===== src/rtl/latq_bank_wctl_if.sv =====
// Write-request / latch-bank bus between a requester and the latch write controller.
interface latq_bank_wctl_if #(
    parameter int unsigned DW    = 8,
    parameter int unsigned DEPTH = 8,
    parameter int unsigned AW    = 3
);
    logic              WR_VALID;
    logic [AW-1:0]     WR_ADDR;
    logic [DW-1:0]     WR_DATA;
    logic              WR_READY;
    logic [DW-1:0]     LAT_D;
    logic [DEPTH-1:0]  LAT_E;
    logic              ADDR_ERR;

    // Requester side: issues writes, observes the latch-bank drive.
    modport master (
        output WR_VALID, WR_ADDR, WR_DATA,
        input  WR_READY, LAT_D, LAT_E, ADDR_ERR
    );

    // Controller side.
    modport slave (
        input  WR_VALID, WR_ADDR, WR_DATA,
        output WR_READY, LAT_D, LAT_E, ADDR_ERR
    );
endinterface


===== src/rtl/latq_bank_wctl.sv =====
// Write controller for a bank of level-sensitive latches. Each accepted write
// presents data for a setup cycle, opens exactly one enable for OPEN_CYC cycles,
// then holds data one more cycle before accepting the next request.
module latq_bank_wctl #(
    parameter int unsigned DW       = 8,
    parameter int unsigned DEPTH    = 8,
    parameter int unsigned AW       = 3,
    parameter int unsigned OPEN_CYC = 1
) (
    input  logic              CLK,
    input  logic              RN,
    latq_bank_wctl_if.slave   bus
);
    localparam int unsigned CW = 4;

    typedef enum logic [1:0] {
        IDLE  = 2'd0,
        SETUP = 2'd1,
        OPEN  = 2'd2,
        HOLD  = 2'd3
    } state_t;

    state_t            state_q;
    logic [CW-1:0]     cnt_q;
    logic [AW-1:0]     addr_q;
    logic [DW-1:0]     lat_d_q;
    logic [DEPTH-1:0]  lat_e_q;
    logic              err_q;
    logic              rdy_q;

    logic [DEPTH-1:0]  dec_d;
    logic              addr_bad_c;

    // One-hot decode of the captured address; out-of-range addresses decode to zero.
    always_comb begin
        dec_d = '0;
        for (int i = 0; i < int'(DEPTH); i++) begin
            if (addr_q == AW'(i)) begin
                dec_d[i] = 1'b1;
            end
        end
    end

    // Range check on the incoming address, registered into ADDR_ERR at acceptance.
    assign addr_bad_c = (32'(bus.WR_ADDR) >= 32'(DEPTH));

    // Sequencer: state, open-window counter and all latch-facing outputs.
    always_ff @(posedge CLK or negedge RN) begin
        if (!RN) begin
            state_q <= IDLE;
            cnt_q   <= '0;
            addr_q  <= '0;
            lat_d_q <= '0;
            lat_e_q <= '0;
            err_q   <= 1'b0;
            rdy_q   <= 1'b0;
        end else begin
            case (state_q)
                IDLE: begin
                    rdy_q <= 1'b1;
                    // rdy_q is still 0 on the reset-release edge, so nothing is taken there
                    if (bus.WR_VALID && rdy_q) begin
                        state_q <= SETUP;
                        lat_d_q <= bus.WR_DATA;
                        addr_q  <= bus.WR_ADDR;
                        err_q   <= addr_bad_c;
                        rdy_q   <= 1'b0;
                    end
                end
                SETUP: begin
                    err_q   <= 1'b0;
                    lat_e_q <= dec_d;
                    cnt_q   <= CW'(OPEN_CYC);
                    state_q <= OPEN;
                end
                OPEN: begin
                    if (cnt_q <= CW'(1)) begin
                        cnt_q   <= '0;
                        lat_e_q <= '0;
                        state_q <= HOLD;
                    end else begin
                        cnt_q <= cnt_q - CW'(1);
                    end
                end
                HOLD: begin
                    rdy_q   <= 1'b1;
                    state_q <= IDLE;
                end
                default: begin
                    lat_e_q <= '0;
                    rdy_q   <= 1'b0;
                    state_q <= IDLE;
                end
            endcase
        end
    end

    assign bus.WR_READY = rdy_q;
    assign bus.LAT_D    = lat_d_q;
    assign bus.LAT_E    = lat_e_q;
    assign bus.ADDR_ERR = err_q;

endmodule

===== src/flat_wrapper.sv =====
// flat-port wrapper written by rule: the top's interface ports become plain ports
module latq_bank_wctl_flat 
#(
    parameter int unsigned DW       = 8,
    parameter int unsigned DEPTH    = 8,
    parameter int unsigned AW       = 3,
    parameter int unsigned OPEN_CYC = 1
)
  (CLK, RN, bus_WR_VALID, bus_WR_ADDR, bus_WR_DATA, bus_WR_READY, bus_LAT_D, bus_LAT_E, bus_ADDR_ERR);
  latq_bank_wctl_if #(.DW(DW), .DEPTH(DEPTH), .AW(AW)) bus_i ();
  input  logic CLK;
  input  logic RN;
  input wire logic [$bits(bus_i.WR_VALID)-1:0] bus_WR_VALID;
  input wire logic [$bits(bus_i.WR_ADDR)-1:0] bus_WR_ADDR;
  input wire logic [$bits(bus_i.WR_DATA)-1:0] bus_WR_DATA;
  output wire logic [$bits(bus_i.WR_READY)-1:0] bus_WR_READY;
  output wire logic [$bits(bus_i.LAT_D)-1:0] bus_LAT_D;
  output wire logic [$bits(bus_i.LAT_E)-1:0] bus_LAT_E;
  output wire logic [$bits(bus_i.ADDR_ERR)-1:0] bus_ADDR_ERR;
  assign bus_i.WR_VALID = bus_WR_VALID;
  assign bus_i.WR_ADDR = bus_WR_ADDR;
  assign bus_i.WR_DATA = bus_WR_DATA;
  assign bus_WR_READY = bus_i.WR_READY;
  assign bus_LAT_D = bus_i.LAT_D;
  assign bus_LAT_E = bus_i.LAT_E;
  assign bus_ADDR_ERR = bus_i.ADDR_ERR;
  latq_bank_wctl #(.DW(DW), .DEPTH(DEPTH), .AW(AW), .OPEN_CYC(OPEN_CYC)) u_core (.CLK(CLK), .RN(RN), .bus(bus_i));
endmodule

===== config.mk =====
export PLATFORM = sky130hd
export DESIGN_NAME = latq_bank_wctl_flat
export DESIGN_NICKNAME = d
export VERILOG_FILES = /design/src/rtl/latq_bank_wctl_if.sv /design/src/rtl/latq_bank_wctl.sv /design/src/flat_wrapper.sv
export SDC_FILE = /design/constraint.sdc
export NUM_CORES = 1
export LEC_CHECK = 0
export ABC_CLOCK_PERIOD_IN_PS = 1600
export BUFFER_PORTS_ARGS = -buffer_cell sky130_fd_sc_hd__buf_2
export CORE_AREA = 5 5 58 60
export DETAILED_ROUTE_END_ITERATION = 7
export DIE_AREA = 0 0 63 65
export PLACE_DENSITY = 0.72
export RECOVER_POWER = 100
export SYNTH_ARGS = -nofsm -noshare
export SYNTH_HDL_FRONTEND = slang
export SYNTH_SLANG_ARGS = --single-unit

===== constraint.sdc =====
create_clock -name CLK -period 1.6 [get_ports CLK]
set_clock_uncertainty 0.1 [all_clocks]
set_input_delay 0.4 -clock CLK [delete_from_list [all_inputs] [get_ports CLK]]
set_output_delay 0.4 -clock CLK [all_outputs]
set_load 0.01 [all_outputs]

### Word level (Yosys, flattened, before mapping)

Cells that the tools add are included.

* divide/modulo/power cells: 0
* magnitude comparators: 1
* multiplexer cells: 19
* $mul: 0
* equal/unequal tests: 12
* bitwise gates (word level): 0
* shifts and indexed selects: 0
* reduce and logical (&&, ||, !) cells: 10
* add/sub/neg operators: 1

Operators by type and width (count)
* $pmux 8 s2: 1
* $eq 3x3->1 const B: 4
* $mux 1: 10
* $mux 8: 1
* $pmux 2 s4: 1
* $pmux 4 s2: 1
* $reduce_and 2->1: 4
* $eq 3x2->1 const B: 2
* $reduce_bool 2->1: 3
* $eq 2x2->1 const B: 2
* $le 4x1->1 const B: 1
* $mux 2: 2
* $mux 4: 1
* $ne 2x1->1 const B: 2
* $pmux 1 s2: 2
* $sub 4x1->4 const B: 1
* $eq 3x1->1 const B: 1
* $logic_not 3->1: 1
* $eq 2x1->1 const B: 1
* $logic_not 2->1: 1
* $logic_and 1x1->1: 1

* bits in writable memories: 0
* ROM bits: 0
* bits in latches: 0
* register bits after elaboration: 27
* memories kept: 0

### Depth between registers and ports, before layout

Gate-level depths: netlist of run 1.

* word-level depth: 3
* mapped depth: 6

### Worst setup path before layout of run 1

OpenSTA, ideal clock, no wires.

* path kind: flip-flop to flip-flop
* start: register u_core.state_q[0]
* end: register u_core.lat_e_q[1], in the netlist u_core.bus.LAT_E[1]
* setup time: 0.121 ns
* buffers on the path: 0
* clock period less this slack: 1.544 ns
* arrival time: 1.323 ns
* data required time: 1.379 ns
* stages on the path, launching flop included: 6
* slack: 0.056 ns
* cell sequence: dfrtp_1 inv_1 ha_1 nor2b_2 a31oi_4 a22o_2

* word-level cells in the longest chain between the ends: 3
* elaborated cells on any way between the ends: 6
* those cells by class: 3 x eq/ne; 1 x mux; 2 x reduce/logical

Ends and longest elaborated chain
* start: declaration: RTL line latq_bank_wctl.sv:23 `state_t state_q;`
* start signal: assignment: RTL line latq_bank_wctl.sv:50 `state_q <= IDLE;`
* start signal: assignment: RTL line latq_bank_wctl.sv:63 `state_q <= SETUP;`
* start signal: assignment: RTL line latq_bank_wctl.sv:74 `state_q <= OPEN;`
* $eq 2x2->1 or $eq 2x1->1 (tied branches): RTL line latq_bank_wctl.sv:58 `case (state_q)`
* $ne 2x1->1 (no source line) or $reduce_bool 2->1 (tied branches)
* $reduce_and 2->1 (no source line)
* end signal: assignment: RTL line latq_bank_wctl.sv:54 `lat_e_q <= '0;`
* end signal: assignment: RTL line latq_bank_wctl.sv:72 `lat_e_q <= dec_d;`
* end signal: assignment: RTL line latq_bank_wctl.sv:79 `lat_e_q <= '0;`
* end: declaration: RTL line latq_bank_wctl.sv:27 `logic [DEPTH-1:0] lat_e_q;`

Several ways; a longest one is shown, not always the timed one.
A chain may end at the register's enable or synchronous reset.

### Worst setup path after layout of run 1

* start: register u_core.state_q[1]
* end: register u_core.lat_e_q[1], in the netlist u_core.bus.LAT_E[1]

Same word-level chain as after synthesis.

==> results of run 1 <==
## worst paths after layout
kind                                           from                   to  slack, ns
min in group asynchronous                        RN  u_core.bus.LAT_E[1]       0.50
worst max-delay path              u_core.state_q[1]  u_core.bus.LAT_E[1]       0.04
worst min register to register  u_core.bus.LAT_D[4]  u_core.bus.LAT_D[4]       0.42
max in group asynchronous                        RN    u_core.state_q[0]       0.50
worst min-delay path                   bus_WR_VALID  u_core.bus.WR_READY       0.17
worst max register to register    u_core.state_q[1]  u_core.bus.LAT_E[1]       0.04
## Yosys cell counts (2+ instances only)
cell type,n,area (um2)
sky130_fd_sc_hd__a22o_1,2,17.5
sky130_fd_sc_hd__a22o_2,2,20.0
sky130_fd_sc_hd__a32o_1,4,40.0
sky130_fd_sc_hd__and2_4,2,17.5
sky130_fd_sc_hd__dfrtp_1,26,651
sky130_fd_sc_hd__ha_1,7,87.6
sky130_fd_sc_hd__inv_1,8,30.0
sky130_fd_sc_hd__mux2_2,11,124
sky130_fd_sc_hd__nand2_1,3,11.3
sky130_fd_sc_hd__nor2_1,2,7.51
sky130_fd_sc_hd__nor2b_1,4,25.0
sky130_fd_sc_hd__nor3_1,2,10.0
sky130_fd_sc_hd__o2bb2ai_1,2,17.5
## metal layers
| layer | up-vias | track usage | share of wire |
|---|---|---|---|
| li1 | 423 | - | - |
| met1 | 448 | 0.138 | 0.39 |
| met2 | 24 | 0.222 | 0.54 |
| met3 | 2 | 0.0225 | 0.053 |
| met4 | 0 | 0.0318 | 0.0072 |
| met5 | - | 0 | 0 |
## power groups by stage
| stage | logic, uW | clock network, uW | registers [uW] |
|---|---|---|---|
| 2_1_floorplan | 848 | 0 | 1220 |
| 3_3_place_gp | 1350 | 0 | 1140 |
| 3_5_place_dp | 1400 | 0 | 1150 |
| 4_1_cts | 1450 | 465 | 1130 |
| 5_1_grt | 1580 | 486 | 1190 |
| 6_report | 1420 | 448 | 1140 |
## state kept, by name, indices dropped and copies added, names as in the netlist
register	flops
u_core.bus.LAT_D	8
u_core.bus.LAT_E	8
u_core.cnt_q	4
u_core.addr_q	3
u_core.state_q	2
u_core.bus.WR_READY	1
## per-stage QoR
step | setup TNS (ns) | hold slack (ns) | total power (uW)
after floorplan | 0 | 0.00441 | 2070
after global placement | 0 | 0.325 | 2490
after detailed placement | -0.163 | 0.331 | 2550
after CTS | 0 | 0.164 | 3050
after global routing | -0.133 | 0.174 | 3250
final | 0 | 0.174 | 3010
## cell type report
cell class / count / area, um2 / area share
Sequential cell: 26 / 651 / 0.430
Clock inverter: 1 / 30.0 / 0.0198
Inverter: 8 / 30.0 / 0.0198
Tap cell: 33 / 41.3 / 0.0273
Clock buffer: 3 / 22.5 / 0.0149
Multi-Input combinational cell: 61 / 544 / 0.360
Timing Repair Buffer: 37 / 195 / 0.129
## repair_timing
item | CTS | global route
pin swaps | 2 | 3
hold buffers | 1 | 0
buffers inserted | 1 | 2
resized for setup | 3 | 4
setup endpoints to repair | 8 | 24
endpoints found under the hold margin | 26 | 0
## cell families after synthesis
group,count (synthesis)
flops,26
compound gates,22
simple gates,20
buf+inv,11
mux,11
fa+ha+maj,7
other cells,1
==> insert_results.sql, run 1 <==
INSERT INTO impl_metrics (metric_group, metric, value, unit) VALUES
('yosys', 'synthesis.area', '0.00123', 'mm2'),
('worst_setup_path', 'critPathKind', 'reg -> reg', ''),
('sta', 'hold_viol', '0', ''),
('cts', 'htree_num_levels', '1', ''),
('floorplanning', 'io-pin-count', '32', ''),
('sta', 'final.period_utilization', '0.976', ''),
('status', 'status', 'complete, no violations', ''),
('floorplanning', 'initial_utilization', '0.428', ''),
('power_and_ir_drop', 'p_leak', '0.000692', 'uW'),
('final_layout', 'final_cell_mix', 'sky130_fd_sc_hd__dfrtp_1 (26), sky130_fd_sc_hd__clkbuf_1 (16), sky130_fd_sc_hd__buf_2 (13)', ''),
('global_route', 'grt_first_pass_wirelength', '4.04', 'mm'),
('final_layout', 'final.fill_count', '250', ''),
('power_and_ir_drop', 'p_switching', '1120', 'uW'),
('drt', 'first_iter_violations', '39', ''),
('sta', 'slew_headroom', '0.584', ''),
('floorplanning', 'chipHeight', '65', 'um'),
('cts', 'clock-root-buffer', 'sky130_fd_sc_hd__clkbuf_4', ''),
('sta', 'worstMarginPinSlew', '0.623', 'ns'),
('final_layout', 'layout.cells.most_common', 'sky130_fd_sc_hd__dfrtp_1', ''),
('sta', 'max_freq', '0.641', 'GHz'),
('worst_setup_path', 'worst-endpoint-required', '1.73', 'ns'),
('global_route', 'grt.total_usage', '0.119', ''),
('sta', 'setup_violations', '0', ''),
('final_layout', 'final_nets', '158', ''),
('sta', 'fin_ws', '0.0391', 'ns'),
('floorplanning', 'core.rowCount', '20', ''),
('floorplanning', 'die_w', '63', 'um'),
('final_layout', 'area.growth.synth_to_final', '23.0', '%'),
('yosys', 'postSynthRegisterBits', '26', ''),
('drt', 'drtAntennaViolNets', '0', ''),
('worst_setup_path', 'cp_num_cells', '5', ''),
('drt', 'drt-wirelength-per-cell', '14.0', 'um'),
('yosys', 'post_synth_and_or_nand_nor_area_fraction', '0.0986', ''),
('cts', 'clock_path_buffers', '2', ''),
('sta', 'rsz0062_at_grt', 'yes', ''),
('final_layout', 'final_layout_size_suffix_gt1_frac', '0.353', ''),
('power_and_ir_drop', 'pwr_density_cell', '1990', 'mW/mm2'),
('cts', 'tritoncts_clock_tree', 'done', ''),
('placed_design', 'post_dp_cell_area', '0.00144', 'mm2'),
('worst_setup_path', 'worstSetupStartpointType', 'flop', ''),
('power_and_ir_drop', 'intPower', '1880', 'uW'),
('power_and_ir_drop', 'power_switching_share', '0.373', ''),
('yosys', 'synth_cells', '98', ''),
('power_and_ir_drop', 'proportion_of_power_drawn_by_flip_flops_and_latches', '0.380', ''),
('drt', 'dr_total_vias', '897', ''),
('yosys', 'combinational_family_with_the_most_area_after_synthesis', 'compound AO/OA/AOI/OAI gates', ''),
('drt', 'drc', '0', ''),
('cts', 'clk_pin_slew', '0.14', 'ns'),
('worst_setup_path', 'cp_data_arrival_time', '1.69', 'ns'),
('power_and_ir_drop', 'max-vdd-ir-drop', '0.00127', 'V'),
('placed_design', 'hpwl', '1.81', 'mm'),
('yosys', 'synth_cell_type_count', '36', ''),
('worst_hold_path', 'hold_path_depth', '2', ''),
('worst_setup_path', 'critPathMaxStageDelay', '0.45', 'ns'),
('placed_design', 'port-buffer-count', '30', ''),
('yosys', 'yosys.area_share.adder', '0.0711', ''),
('worst_setup_path', 'worst_r2r_path_cells', '5', ''),
('final_layout', 'finish.instance_area', '0.00151', 'mm2'),
('placed_design', 'gp_routability_congestion', '0.763', ''),
('worst_setup_path', 'crit_path_max_fanout', '8', ''),
('yosys', 'syn_area_per_cell', '12.6', 'um2'),
('worst_setup_path', 'crit_path_cell_trace', 'buf_4 -> ha_2 -> nor2b_4 -> a31oi_4 -> a22o_2', ''),
('yosys', 'yosys_most_used_dff', 'sky130_fd_sc_hd__dfrtp_1', ''),
('worst_setup_path', 'critical-path-slowest-cell', 'sky130_fd_sc_hd__dfrtp_1', ''),
('yosys', 'synth_nets', '119', ''),
('yosys', 'yosys-mux-area-fraction', '0.101', ''),
('floorplanning', 'die_area', '0.00410', 'mm2'),
('run', 'cap_viol_max_count', '0', ''),
('yosys', 'number_of_synthesized_flops_with_an_enable_pin', '0', ''),
('worst_setup_path', 'cp.buffers_inverters', '1', ''),
('yosys', 'synth-compound-area-share', '0.161', '');
Note: power is estimated with default switching activity, not from simulation.
==> run 2, diff against run 1 <==
==> constraint.sdc (replaced) <==
create_clock -name CLK -period 1.6 [get_ports CLK]
set_clock_uncertainty 0.1 [all_clocks]
set_input_delay 0.4 -clock CLK [delete_from_list [all_inputs] [get_ports CLK]]
set_output_delay 0.4 -clock CLK [all_outputs]
set_load 0.005 [all_outputs]
==> run 2 against run 1 <==
  * Core utilization grew 0.22 points
  * Clock-buffer cell count is the same
  * Worst hold slack is essentially flat
  * Maximum frequency is essentially flat
  * Non-clock buffer count is the same
  * Worst setup slack gained 0.00091 ns
  * Cell count is the same
  * Largest cell class unchanged
  * Highest routed layer unchanged
==> insert_results.sql, run 2 (same netlist as run 1, synthesis figures left out) <==
INSERT INTO impl_metrics (metric_group, metric, value, unit) VALUES
('status', 'status', 'complete, no violations', ''),
('global_route', 'number_of_global_route_vias_before_repair', '930', ''),
('cts', 'clk_pin_slew', '0.14', 'ns'),
('drt', 'dr.pass1.iters', '4', ''),
('run', 'cap_viol_max_count', '0', ''),
('drt', 'dr_total_vias', '898', ''),
('floorplanning', 'die_area', '0.00410', 'mm2'),
('placed_design', 'place_ws', '-0.0487', 'ns'),
('sta', 'slew_viol_final', '0', ''),
('final_layout', 'insertedDiodeCount', '0', ''),
('final_layout', 'post-route-util', '0.528', ''),
('final_layout', 'final_cell_count_no_fill', '169', ''),
('placed_design', 'gp_routability_congestion', '0.763', ''),
('worst_hold_path', 'hold_path.startpoint', 'bus_WR_VALID', ''),
('placed_design', 'total_instance_count_after_detailed_placement', '161', ''),
('final_layout', 'final_cell_mix', 'sky130_fd_sc_hd__dfrtp_1 (26), sky130_fd_sc_hd__buf_2 (18), sky130_fd_sc_hd__mux2_2 (11), sky130_fd_sc_hd__clkbuf_1 (11), sky130_fd_sc_hd__inv_1 (6)', ''),
('sta', 'hold_viol', '0', ''),
('cts', 'htree_num_levels', '1', ''),
('sta', 'setup_violations', '0', ''),
('floorplanning', 'core.rowCount', '20', ''),
('drt', 'via_per_inst', '5.31', ''),
('worst_setup_path', 'timing.critical_path.to_type', 'flop', ''),
('power_and_ir_drop', 'p_leak', '0.000709', 'uW'),
('worst_setup_path', 'worstSetupStartpointType', 'flop', ''),
('sta', 'fin_ws', '0.0400', 'ns'),
('power_and_ir_drop', 'max-vdd-ir-drop', '0.00125', 'V'),
('final_layout', 'final_nets', '158', ''),
('worst_hold_path', 'hold_path_depth', '2', ''),
('floorplanning', 'chipHeight', '65', 'um'),
('power_and_ir_drop', 'proportion_of_power_drawn_by_flip_flops_and_latches', '0.388', ''),
('worst_setup_path', 'critical_path.reg2reg.startpoint', 'u_core.state_q[1]', ''),
('cts', 'clock_insertion_delay_worst_skew', '0.32', 'ns'),
('sta', 'worstMarginPinSlew', '0.623', 'ns'),
('worst_setup_path', 'r2r_slack', '0.04', 'ns'),
('worst_setup_path', 'worst-endpoint-required', '1.73', 'ns'),
('worst_setup_path', 'crit_path_max_fanout', '8', ''),
('power_and_ir_drop', 'p_comb_frac', '0.460', ''),
('sta', 'final.period_utilization', '0.975', ''),
('final_layout', 'area.growth.synth_to_final', '23.5', '%'),
('cts', 'cts_made_buffers', '3', ''),
('sta', 'final.min_clock_period', '1.56', 'ns'),
('worst_hold_path', 'hold_end', 'u_core.bus.WR_READY', ''),
('global_route', 'grt_max_degree', '27', ''),
('cts', 'clock_path_buffers', '2', ''),
('floorplanning', 'io-pin-count', '32', ''),
('cts', 'tritoncts_clock_tree', 'done', ''),
('worst_setup_path', 'critical_path_s_top_delay_family', 'flip-flops', ''),
('power_and_ir_drop', 'pwr_density_cell', '1930', 'mW/mm2'),
('floorplanning', 'design.core.area', '0.00288', 'mm2'),
('cts', 'clock-root-buffer', 'sky130_fd_sc_hd__clkbuf_4', ''),
('final_layout', 'final_layout_size_suffix_gt1_frac', '0.390', ''),
('power_and_ir_drop', 'p_switching', '1040', 'uW'),
('drt', 'drtAntennaViolNets', '0', ''),
('power_and_ir_drop', 'p_clk_frac', '0.152', ''),
('floorplanning', 'die_w', '63', 'um'),
('drt', 'first_iter_violations', '36', ''),
('worst_setup_path', 'crit_path_cell_trace', 'buf_4 -> ha_2 -> nor2b_4 -> a31oi_4 -> a22o_2', ''),
('sta', 'rsz0062_at_grt', 'yes', ''),
('placed_design', 'port-buffer-count', '30', ''),
('global_route', 'grt_first_pass_wirelength', '4.04', 'mm'),
('drt', 'final_routed_wirelength_across_all_metal_layers', '2.36', 'mm'),
('sta', 'slew_headroom', '0.584', ''),
('final_layout', 'layout.cells.most_common', 'sky130_fd_sc_hd__dfrtp_1', ''),
('drt', 'drc', '0', ''),
('worst_setup_path', 'critPathKind', 'reg -> reg', ''),
('floorplanning', 'initial_utilization', '0.428', ''),
('global_route', 'grt.total_usage', '0.119', ''),
('power_and_ir_drop', 'intPower', '1900', 'uW'),
('global_route', 'grt-ovfl-total', '0', ''),
('worst_setup_path', 'worst_r2r_path_cells', '5', ''),
('worst_setup_path', 'critical-path-slowest-cell', 'sky130_fd_sc_hd__dfrtp_1', ''),
('worst_setup_path', 'cp.buffers_inverters', '1', ''),
('worst_setup_path', 'crit-reg2reg-capture', 'u_core.bus.LAT_E[1]', ''),
('worst_setup_path', 'cp_data_arrival_time', '1.69', 'ns'),
('power_and_ir_drop', 'power_switching_share', '0.354', ''),
('cts', 'clock-sinks', '26', ''),
('worst_setup_path', 'critPathMaxStageDelay', '0.45', 'ns'),
('sta', 'max_freq', '0.641', 'GHz'),
('global_route', 'grt_antenna_before_repair', '0', ''),
('sta', 'holdWs', '0.174', 'ns'),
('sta', 'setup_tns', '0', 'ns'),
('drt', 'drt-wirelength-per-cell', '13.9', 'um'),
('worst_hold_path', 'min_path_type', 'in -> reg', ''),
('placed_design', 'hpwl', '1.81', 'mm');
run 2: cell count changes in the layout (fill, tap and decap cells not counted):
cell | before | now
sky130_fd_sc_hd__buf_2 | 13 | 18
sky130_fd_sc_hd__clkbuf_1 | 16 | 11
run 2: worst reg2reg max path, delay by kind of cell (launching register included):
| kind | cells | cell delay, ns |
|---|---|---|
| AOI/OAI and AO/OA | 2 | 0.36 |
| DFF | 1 | 0.45 |
| and+or+nand+nor | 1 | 0.19 |
| adders and majority gates | 1 | 0.21 |
| buffers and inverters | 1 | 0.15 |
run 2: final cells by class:
type                    instances  area [um2]
clock inverters                 1        30.0
flip-flops and latches         26         651
well taps                      33        41.3
repair buffers                 37         201
fillers                       250        1360
multi-input cells              61         544
clock buffers                   3        22.5
inverters                       8        30.0
run 2: repair_timing:
action | in CTS | in global routing
hold buffers | 1 | 0
endpoints found under the setup margin | 8 | 24
pin swaps | 2 | 3
resized for setup | 3 | 4
hold endpoints to repair | 26 | 0
setup buffers | 1 | 2
run 2: worst max path at each step:
stage                            from             endpoint  slack [ns]  depth (start not counted)
CTS                 u_core.state_q[0]  u_core.bus.LAT_D[3]        0.03                          5
global placement    u_core.state_q[0]  u_core.bus.LAT_E[2]        0.05                          5
finish              u_core.state_q[1]  u_core.bus.LAT_E[1]        0.04                          5
global route          u_core.cnt_q[0]  u_core.bus.LAT_E[6]       -0.04                          5
floorplan           u_core.state_q[0]  u_core.bus.LAT_E[1]        0.06                          5
detailed placement  u_core.state_q[0]  u_core.bus.LAT_E[2]       -0.05                          5
run 2: stage by stage:
step                      total power [uW]  instance area [um2]
after floorplan                       1990                 1230
after global placement                2400                 1440
after detailed placement              2470                 1440
after CTS                             2960                 1520
after global routing                  3180                 1520
final                                 2940                 1520
run 2: power groups by stage:
stage               Clock [uW]  Combinational [uW]  Sequential (uW)
finish                     448                1350             1140
floorplan                    0                 848             1140
global placement             0                1270             1140
detailed placement           0                1320             1150
global route               486                1510             1190
CTS                        465                1370             1130
run 2: per-layer routing:
layer / vias to the layer above / share of wire / global-route usage
met5: - / 0 / 0
met4: 0 / 0.0072 / 0.0318
met1: 449 / 0.39 / 0.138
met2: 24 / 0.55 / 0.222
li1: 423 / - / -
met3: 2 / 0.053 / 0.0225
